File: config.mk
export PLATFORM = sky130hd
export DESIGN_NAME = fifo_button_ctrl
export DESIGN_NICKNAME = d
export VERILOG_FILES = /design/src/rtl/fifo_ctrl_pkg.sv /design/src/rtl/req_edge_latch.sv /design/src/rtl/fifo_button_ctrl.sv
export SDC_FILE = /design/constraint.sdc
export NUM_CORES = 1
export LEC_CHECK = 0
export BUFFER_PORTS_ARGS = -buffer_cell sky130_fd_sc_hd__buf_2
export CORE_MARGIN = 2
export CORE_UTILIZATION = 37
export DETAILED_ROUTE_END_ITERATION = 8
export HOLD_SLACK_MARGIN = 0.03
export PLACE_DENSITY = 0.62
export SETUP_SLACK_MARGIN = 0.4
export SLEW_MARGIN = 20
export SYNTH_ARGS = -nofsm -noshare
export SYNTH_HDL_FRONTEND = slang
export SYNTH_HIERARCHICAL = 1
export SYNTH_SLANG_ARGS = --single-unit
File: constraint.sdc
create_clock -name i_clk -period 1.45 [get_ports i_clk]
set_input_delay 0.29 -clock i_clk [delete_from_list [all_inputs] [get_ports i_clk]]
set_output_delay 0.29 -clock i_clk [all_outputs]
set_load 0.03 [all_outputs]
File: src/rtl/fifo_ctrl_pkg.sv
// Shared types and constants for the push-button FIFO controller.
// Optional feature macro used by the controller: FIFO_LEVEL_TRACK_EN.
package fifo_ctrl_pkg;

    typedef enum logic [1:0] {
        IDLE    = 2'd0,
        WRITE   = 2'd1,
        READ    = 2'd2,
        RD_WAIT = 2'd3
    } state_t;

    localparam logic PRIO_WR = 1'b0;
    localparam logic PRIO_RD = 1'b1;

    localparam int DEFAULT_DATA_W = 8;

endpackage

File: src/rtl/req_edge_latch.sv
// Turns a stretched button level into a single pending request bit.
// A held level only ever produces one request; a new press needs a release first.
module req_edge_latch (
    input  logic i_clk,
    input  logic i_reset,
    input  logic i_btn,
    input  logic i_clr,
    output logic o_pend
);

    logic r_btn_q;
    logic r_pend;
    logic w_rise;

    assign w_rise = i_btn & ~r_btn_q;
    assign o_pend = r_pend;

    // Remember the previous button level and hold a request until it is served or rejected
    always_ff @(posedge i_clk) begin
        if (i_reset) begin
            r_btn_q <= 1'b0;
            r_pend  <= 1'b0;
        end else begin
            r_btn_q <= i_btn;
            r_pend  <= (r_pend & ~i_clr) | w_rise;
        end
    end

endmodule

File: src/rtl/fifo_button_ctrl.sv
// Sequences FIFO write/read strobes from debounced push-button requests,
// arbitrates simultaneous presses, captures read data for display and
// keeps sticky reject flags.
// Optional feature macro: FIFO_LEVEL_TRACK_EN (adds ADDR_W and o_level,
// and gates grants on the tracked occupancy as well as full/empty).
module fifo_button_ctrl
    import fifo_ctrl_pkg::*;
#(
    parameter int DATA_W = DEFAULT_DATA_W,
`ifdef FIFO_LEVEL_TRACK_EN
    parameter int ADDR_W = 4,
`endif
    parameter int RD_LAT = 1
) (
    input  logic              i_clk,
    input  logic              i_reset,
    input  logic              i_wr_btn,
    input  logic              i_rd_btn,
    input  logic [DATA_W-1:0] i_sw_data,
    input  logic              i_full,
    input  logic              i_empty,
    input  logic [DATA_W-1:0] i_rd_data,
    output logic              o_wr_en,
    output logic [DATA_W-1:0] o_wr_data,
    output logic              o_rd_en,
    output logic [DATA_W-1:0] o_disp_data,
    output logic              o_disp_valid,
    output logic              o_err_full,
    output logic              o_err_empty,
`ifdef FIFO_LEVEL_TRACK_EN
    output logic [ADDR_W:0]   o_level,
`endif
    output logic              o_busy
);

    localparam logic [1:0] LAT_INIT = 2'(RD_LAT);

    state_t             r_state;
    state_t             w_state_next;
    logic               r_prio;
    logic [DATA_W-1:0]  r_wr_data;
    logic [DATA_W-1:0]  r_disp_data;
    logic               r_disp_valid;
    logic               r_err_full;
    logic               r_err_empty;
    logic [1:0]         r_lat_cnt;

    logic               w_wr_pend;
    logic               w_rd_pend;
    logic               w_wr_clr;
    logic               w_rd_clr;
    logic               w_pick_wr;
    logic               w_pick_rd;
    logic               w_grant_wr;
    logic               w_set_err_full;
    logic               w_set_err_empty;
    logic               w_toggle_prio;
    logic               w_block_wr;
    logic               w_block_rd;

    req_edge_latch u_wr_req (
        .i_clk   (i_clk),
        .i_reset (i_reset),
        .i_btn   (i_wr_btn),
        .i_clr   (w_wr_clr),
        .o_pend  (w_wr_pend)
    );

    req_edge_latch u_rd_req (
        .i_clk   (i_clk),
        .i_reset (i_reset),
        .i_btn   (i_rd_btn),
        .i_clr   (w_rd_clr),
        .o_pend  (w_rd_pend)
    );

`ifdef FIFO_LEVEL_TRACK_EN
    localparam logic [ADDR_W:0] LEVEL_MAX = {1'b1, {ADDR_W{1'b0}}};

    logic [ADDR_W:0] r_level;

    assign o_level    = r_level;
    assign w_block_wr = i_full  | (r_level == LEVEL_MAX);
    assign w_block_rd = i_empty | (r_level == '0);

    // Track FIFO occupancy from our own strobes, saturating at both ends
    always_ff @(posedge i_clk) begin
        if (i_reset) begin
            r_level <= '0;
        end else if (o_wr_en && (r_level != LEVEL_MAX)) begin
            r_level <= r_level + 1'b1;
        end else if (o_rd_en && (r_level != '0)) begin
            r_level <= r_level - 1'b1;
        end
    end
`else
    assign w_block_wr = i_full;
    assign w_block_rd = i_empty;
`endif

    // When both sides are pending the priority bit decides; otherwise the lone request wins
    assign w_pick_wr = w_wr_pend & (~w_rd_pend | (r_prio == PRIO_WR));
    assign w_pick_rd = w_rd_pend & ~w_pick_wr;

    // Strobes are suppressed combinationally during reset so an aborted cycle never strobes
    assign o_wr_en      = (r_state == WRITE) & ~i_reset;
    assign o_rd_en      = (r_state == READ)  & ~i_reset;
    assign o_wr_data    = r_wr_data;
    assign o_disp_data  = r_disp_data;
    assign o_disp_valid = r_disp_valid;
    assign o_err_full   = r_err_full;
    assign o_err_empty  = r_err_empty;
    assign o_busy       = (r_state != IDLE);

    // State register
    always_ff @(posedge i_clk) begin
        if (i_reset) begin
            r_state <= IDLE;
        end else begin
            r_state <= w_state_next;
        end
    end

    // Next-state decode: grant, reject or sequence through the single-cycle strobe states
    always_comb begin
        w_state_next    = r_state;
        w_wr_clr        = 1'b0;
        w_rd_clr        = 1'b0;
        w_grant_wr      = 1'b0;
        w_set_err_full  = 1'b0;
        w_set_err_empty = 1'b0;
        w_toggle_prio   = 1'b0;
        case (r_state)
            IDLE: begin
                if (w_pick_wr) begin
                    w_toggle_prio = w_rd_pend;
                    if (w_block_wr) begin
                        w_set_err_full = 1'b1;
                        w_wr_clr       = 1'b1;
                    end else begin
                        w_grant_wr   = 1'b1;
                        w_state_next = WRITE;
                    end
                end else if (w_pick_rd) begin
                    w_toggle_prio = w_wr_pend;
                    if (w_block_rd) begin
                        w_set_err_empty = 1'b1;
                        w_rd_clr        = 1'b1;
                    end else begin
                        w_state_next = READ;
                    end
                end
            end
            WRITE: begin
                w_wr_clr     = 1'b1;
                w_state_next = IDLE;
            end
            READ: begin
                w_rd_clr     = 1'b1;
                w_state_next = RD_WAIT;
            end
            RD_WAIT: begin
                if (r_lat_cnt == 2'd0) begin
                    w_state_next = IDLE;
                end
            end
            default: begin
                w_state_next = IDLE;
            end
        endcase
    end

    // Datapath: priority toggle, write data capture, sticky flags, latency counter and display capture
    always_ff @(posedge i_clk) begin
        if (i_reset) begin
            r_prio       <= PRIO_WR;
            r_wr_data    <= '0;
            r_disp_data  <= '0;
            r_disp_valid <= 1'b0;
            r_err_full   <= 1'b0;
            r_err_empty  <= 1'b0;
            r_lat_cnt    <= 2'd0;
        end else begin
            if (w_toggle_prio) begin
                r_prio <= (r_prio == PRIO_WR) ? PRIO_RD : PRIO_WR;
            end
            if (w_grant_wr) begin
                r_wr_data <= i_sw_data;
            end
            if (w_set_err_full) begin
                r_err_full <= 1'b1;
            end else if (r_state == WRITE) begin
                r_err_full <= 1'b0;
            end
            if (w_set_err_empty) begin
                r_err_empty <= 1'b1;
            end else if (r_state == READ) begin
                r_err_empty <= 1'b0;
            end
            if (r_state == READ) begin
                r_lat_cnt <= LAT_INIT;
            end else if ((r_state == RD_WAIT) && (r_lat_cnt != 2'd0)) begin
                r_lat_cnt <= r_lat_cnt - 2'd1;
            end
            if ((r_state == RD_WAIT) && (r_lat_cnt == 2'd0)) begin
                r_disp_data  <= i_rd_data;
                r_disp_valid <= 1'b1;
            end
        end
    end

endmodule

==> out/metrics.yaml, run 1 <==
synth_edf_count: 0
p_per_area_nw_per_um2: 824
synth_top_area_share_pct: 46.5
cp.arrival_ps: 1180
ir_worst_vdd_uv: 384
ys_ff_latch: 28
slew_headroom_pct: 83.7
grt_max_degree: 21
p_total_mw: 1.70
leakagePower_nw: 0.819
grt_use_total_pct: 16.6
htreeDepth: 1
timing.rr.start: "r_state[1]"
syn_inst: 133
seqPwrFrac_pct: 49.1
syn_area_per_cell_sq_um: 9.07
synth_most_common_cell: "dfxtp_1"
worstPathMaxFanout: 5
core_area_sq_um: 3080
yosys_warnings: 6
drt-total-wl_microns: 3200
antenna_found_initial: 0
maxCapViolCount: 0
cts_tree: "built"
cts_buffers: 3
internal-power_mw: 1.23
antennaDiodeCount: 0
synthTopCellsByCount: "28 x dfxtp_1, 18 x nand2_1, 18 x nand2b_1"
placed_area_sq_um: 1540
worst_setup_hold_path_clk_slew_ps: 160
max_freq_mhz: 678
postLayoutCellArea_sq_um: 2060
status: "complete, but fails checks"
dieArea_sq_um: 3730
setup_viol: 1
area_delta_synth_final_pct: 71.1
fin_skew_ps: 5.03
routedWlPerCell_microns: 13.2
dpl.hpwl_microns: 1880
min_to: "o_disp_data[5]"
yosysTopAreaCell: "dfxtp_1"
io_pins: 44
syn_nets: 156
drc_errors: 0
synthArstFlopShare_pct: 0
r2r_slack_ps: 60
cp.required_ps: 1160
fin_nets: 222
die_h_microns: 61.1
grt_pass1_vias: 1055
min_period_over_period_pct: 102
min_path_type: "primary input to flop"
finish.utilization_pct: 67.0
whs_ps: 152
hold_start: "i_rd_data[5]"
hold_depth: 3
clock_latency_ps: 340
power_switching_mw: 0.473
clkPwrFrac_pct: 26.9
drtAntennaViolNets: 0
start_util_pct: 39.2
ys_seq_area_share_pct: 46.5
ys.flop_type: "dfxtp_1"
avgViaCountPerCell: 4.81
num_rows: 20
setup_tns_ps: -24.1
clockRootBuffer: "clkbuf_4"
dr_total_vias: 1165
finalHoldViolations: 0
drive_gt1_share_pct: 72.2
violations: "setup timing"
p_comb_share_pct: 23.9
synth_area_leaders: "dfxtp_1 46%, nand2b_1 9.3%, mux2i_1 6.6%, nand2_1 5.6%, a21oi_1 5.4%"
fp.dieW_microns: 61.1
path_class: "flop to output pin"
grt_overflow: 0
gp_congestion: 0.769
finalCriticalPeriod_ps: 1470
r2r_cells: 5
port_buffers: 43
fin_ws_ps: -24.1
synth_area_sq_um: 1210
clock_sinks: 28
worst_pin_slew_ps: 244
slew_viol_final: 0
drtPass1Iterations: 4
ys_types: 32
worstSetupStartpointType: "flop"
rsz0062_at_grt: "yes"
netSwitchingFraction_pct: 27.8
drt_iter0_markers: 41
worstReg2RegEnd: "o_wr_data[7]"
cts_buffer_depth: 2
grt_pass1_wl_microns: 4590
crit_path_end_kind: "output pin"
==> state kept, by name, indices dropped and copies added, names as in the netlist <==
name / flops
u_wr_req/o_pend: 1
o_disp_valid: 1
u_rd_req/r_btn_q: 1
o_disp_data: 8
u_rd_req/o_pend: 1
o_err_empty: 1
r_prio: 1
r_lat_cnt: 2
o_err_full: 1
u_wr_req/r_btn_q: 1
r_state: 2
o_wr_data: 8
==> per-layer routing <==
layer / global-route usage (%) / wire (microns)
met1: 19.4 / 1250
met2: 29.6 / 1730
met3: 3.36 / 172
met4: 6.52 / 45
met5: 0 / 0
==> critical path, stage by stage (launching register included) <==
cell and delay [ps]:
dfxtp_4 420, clkinvlp_4 140, nor3_4 140, buf_6 150
==> area by class of cell <==
| class | count | area (sq um) |
|---|---|---|
| clock buffers | 4 | 47.5 |
| fillers | 248 | 1010 |
| well taps | 44 | 55.1 |
| inverters | 5 | 25.0 |
| multi-input cells | 94 | 777 |
| repair buffers | 67 | 556 |
| flip-flops and latches | 28 | 603 |
==> stage by stage <==
step	setup WS, ps	std cells
after global placement	217	219
after CTS	-3.49	234
final	-24.1	242
after floorplan	176	133
after detailed placement	180	219
after global routing	-95.7	242
==> power by group through the flow <==
stage / clock network [mW] / logic (mW) / registers, mW
detailed placement: 0 / 0.269 / 0.849
CTS: 0.465 / 0.349 / 0.830
global placement: 0 / 0.265 / 0.848
finish: 0.457 / 0.407 / 0.835
floorplan: 0 / 0.162 / 0.872
global route: 0.496 / 0.434 / 0.839
==> cells by family after synthesis <==
kind of cell / after synthesis / synth area share (%)
AO/OA/AOI/OAI: 25 / 13.0
XOR/XNOR: 1 / 0.726
adder cells (fa/ha/maj): 1 / 1.04
buffers and inverters: 11 / 3.42
flip-flops: 28 / 46.5
multiplexers: 8 / 6.64
AND/OR/NAND/NOR: 59 / 28.7
==> layout by cell type (no fill, tap or decap), types with 2 or more instances in the layout <==
master / count
inv_2: 2
nand2b_1: 18
dfxtp_4: 4
a21oi_2: 13
clkbuf_4: 3
a41oi_2: 2
nor2b_1: 2
nand2_2: 8
nor2_1: 3
nand2b_4: 2
buf_2: 21
o21ai_1: 2
mux2i_1: 8
buf_4: 18
dfxtp_2: 22
dfxtp_1: 2
a21oi_1: 2
buf_6: 28
nor3_4: 3
nand2_1: 9
nand3_2: 2
==> worst max-delay path by stage <==
stage	from	endpoint	slack (ps)
floorplan	r_state[1]	o_wr_data[0]	180
global placement	r_state[1]	o_wr_data[2]	220
detailed placement	r_state[0]	o_disp_data[7]	180
CTS	r_state[0]	o_rd_en	-3
global route	r_state[1]	o_rd_en	-100
finish	r_state[1]	o_rd_en	-20
==> repair_timing <==
action                                 CTS  global route
resized for setup                       83            31
endpoints found under the hold margin    0             0
setup endpoints to repair               46            48
pin swaps                               10            11
buffers inserted                        11             8
hold buffers                             0             0
Power figures use the tool's default switching activity.
==> run 2: changes to the inputs <==
--- a/config.mk
+++ b/config.mk
@@ -7,10 +7,10 @@
 export LEC_CHECK = 0
 export BUFFER_PORTS_ARGS = -buffer_cell sky130_fd_sc_hd__buf_2
 export CORE_MARGIN = 2
-export CORE_UTILIZATION = 37
+export CORE_UTILIZATION = 51
 export DETAILED_ROUTE_END_ITERATION = 8
 export HOLD_SLACK_MARGIN = 0.03
-export PLACE_DENSITY = 0.62
+export PLACE_DENSITY = 0.81
 export SETUP_SLACK_MARGIN = 0.4
 export SLEW_MARGIN = 20
 export SYNTH_ARGS = -nofsm -noshare
==> constraint.sdc (replaced) <==
create_clock -name i_clk -period 1.8 [get_ports i_clk]
set_input_delay 0.36 -clock i_clk [delete_from_list [all_inputs] [get_ports i_clk]]
set_output_delay 0.36 -clock i_clk [all_outputs]
set_load 0.03 [all_outputs]
==> out/metrics.yaml, run 2 (synthesis gave the netlist of run 1 again) <==
antenna_found_initial: 0  # unchanged
grt_max_degree: 37  # +76%
dr_total_vias: 1094  # -6.1%
drtAntennaViolNets: 0  # unchanged
stdcell_count: 210  # -13%
die_h_microns: 52.6  # -14%
whs_ps: 246  # +94.3 ps
drt_iter0_markers: 22  # -46%
fin_nets: 206  # -7.2%
core_area_sq_um: 2230  # -27%
num-fill-cells: 164  # -34%
slew_headroom_pct: 78.8  # -5.0 points
p_comb_share_pct: 18.3  # -5.6 points
crit_cells: 3  # unchanged
grt_pass1_wl_microns: 4530  # -1.4%
drt-total-wl_microns: 2750  # -14%
drtPass1Iterations: 4  # unchanged
setup_tns_ps: 0  # +24.1 ps
slowest_delay_ps: 380  # -40 ps
internal-power_mw: 0.984  # -20%
routedWlPerCell_microns: 13.1  # -1.0%
drc_errors: 0  # unchanged
clock_latency_ps: 330  # about the same
max_freq_mhz: 660
finalHoldViolations: 0  # unchanged
hold_start: "i_rd_btn"
postLayoutCellArea_sq_um: 1620  # -21%
fin_skew_ps: 6.24  # +1.21 ps
fp.dieW_microns: 52.6  # -14%
place_worst_setup_slack_ps: 344  # +164 ps
p_total_mw: 1.32  # -22%
slowest_stage: "dfxtp_2"
setup_viol: 0  # -1
r2r_cells: 4  # -1
ir_worst_vdd_uv: 840  # +120%
finish.utilization_pct: 72.7  # +5.6 points
worstReg2RegEnd: "o_wr_data[6]"
grt_overflow: 0  # unchanged
power_switching_mw: 0.335  # -29%
dpl.hpwl_microns: 1870  # -0.92%
drive_gt1_share_pct: 39.6  # -33 points
min_path_type: "primary input to flop"
clkPwrFrac_pct: 31.0  # +4.1 points
crit_path_end_kind: "output pin"
seqPwrFrac_pct: 50.7  # +1.6 points
cts_buffers: 3  # unchanged
cp.arrival_ps: 1150  # -30 ps
area_delta_synth_final_pct: 34.5
status: "completed"
maxCapViolCount: 0  # unchanged
min_period_over_period_pct: 84.1
p_per_area_nw_per_um2: 813  # -1.3%
dp_cells: 201  # -8.2%
worstPathMaxFanout: 6  # +1
clock_sinks: 28  # unchanged
r2r_slack_ps: 490  # +430 ps
seq_area_sq_um: 567  # -6.0%
io_pins: 44  # unchanged
htreeDepth: 1  # unchanged
finalCriticalPeriod_ps: 1510
num_rows: 17  # -15%
hold_depth: 2  # -1
antennaDiodeCount: 0  # unchanged
cts_buffer_depth: 2  # unchanged
path_class: "flop to output pin"
slew_viol_final: 0  # unchanged
path_delay_family: "flip-flops"
cp.required_ps: 1440  # +280 ps
multi_input_area_sq_um: 633  # -19%
grt_use_total_pct: 22.6  # +6.0 points
clockRootBuffer: "clkbuf_4"
cp_cell_sequence: "inv_2 > nor3_4 > buf_6"
layout_common_cells: "40 x buf_2, 25 x dfxtp_1, 18 x nand2_1, 18 x nand2b_1, 13 x a21oi_1"
worstSetupStartpointType: "flop"
critPathCapture: "o_rd_en"
leakagePower_nw: 0.693  # -15%
netSwitchingFraction_pct: 25.4  # -2.4 points
crit_start: "r_state[1]"
start_util_pct: 54.0  # +15 points
cts_tree: "built"
worst_pin_slew_ps: 318  # +74.5 ps
placed_area_sq_um: 1480  # -4.0%
rsz0062_at_grt: "yes"
port_buffers: 43  # unchanged
worst_setup_hold_path_clk_slew_ps: 140  # -20 ps
dieArea_sq_um: 2770  # -26%
fin_ws_ps: 286  # +310 ps
gp_congestion: 0.867  # +13%
avgViaCountPerCell: 5.21  # +8.2%
final_common_cell: "buf_2"
timing.rr.start: "u_rd_req/o_pend"
grt_pass1_vias: 1048  # -0.66%
crit_buf_inv: 2  # unchanged
[run 2: per-layer routing]
metal  vias to the layer above  global-route usage, %  share of wire (%)
li1                        549                      -                  -
met5                         -                      0                  0
met3                         7                   5.71                6.1
met4                         0                   14.1                2.5
met1                       498                   25.3                 40
met2                        40                   37.9                 51
[run 2: cell type report]
class                           count  area share (%)
Timing Repair Buffer               51            19.4
Clock inverter                      1            1.85
Tap cell                           28            2.16
Multi-Input combinational cell     94            39.0
Sequential cell                    28            34.9
Clock buffer                        3            1.39
Inverter                            5            1.31
[run 2: worst min path at each step]
stage                             to  slack (ps)
finish              u_rd_req/r_btn_q         250
floorplan            u_rd_req/o_pend         420
global route          o_disp_data[6]         230
global placement      o_disp_data[5]         440
detailed placement    o_disp_data[4]         450
CTS                 u_rd_req/r_btn_q         240
[run 2: timing repair]
| item | in CTS | in global routing |
|---|---|---|
| gates cloned | 0 | 0 |
| setup endpoints to repair | 11 | 21 |
| hold buffers | 0 | 0 |
| pin swaps | 3 | 0 |
| setup buffers | 5 | 0 |
| resized for setup | 14 | 4 |
[run 2: power by group through the flow]
stage,Clock (mW),Sequential [mW],Combinational [mW]
floorplan,0,0.700,0.121
global placement,0,0.679,0.204
detailed placement,0,0.681,0.208
CTS,0.416,0.668,0.236
global route,0.442,0.673,0.262
finish,0.409,0.669,0.241
[run 2: worst reg2reg max path, stage by stage, from the launching register on]
cell and delay, ps:
dfxtp_1 420, a21bo_2 280, nor3_4 200, buf_12 160, mux2i_1 190
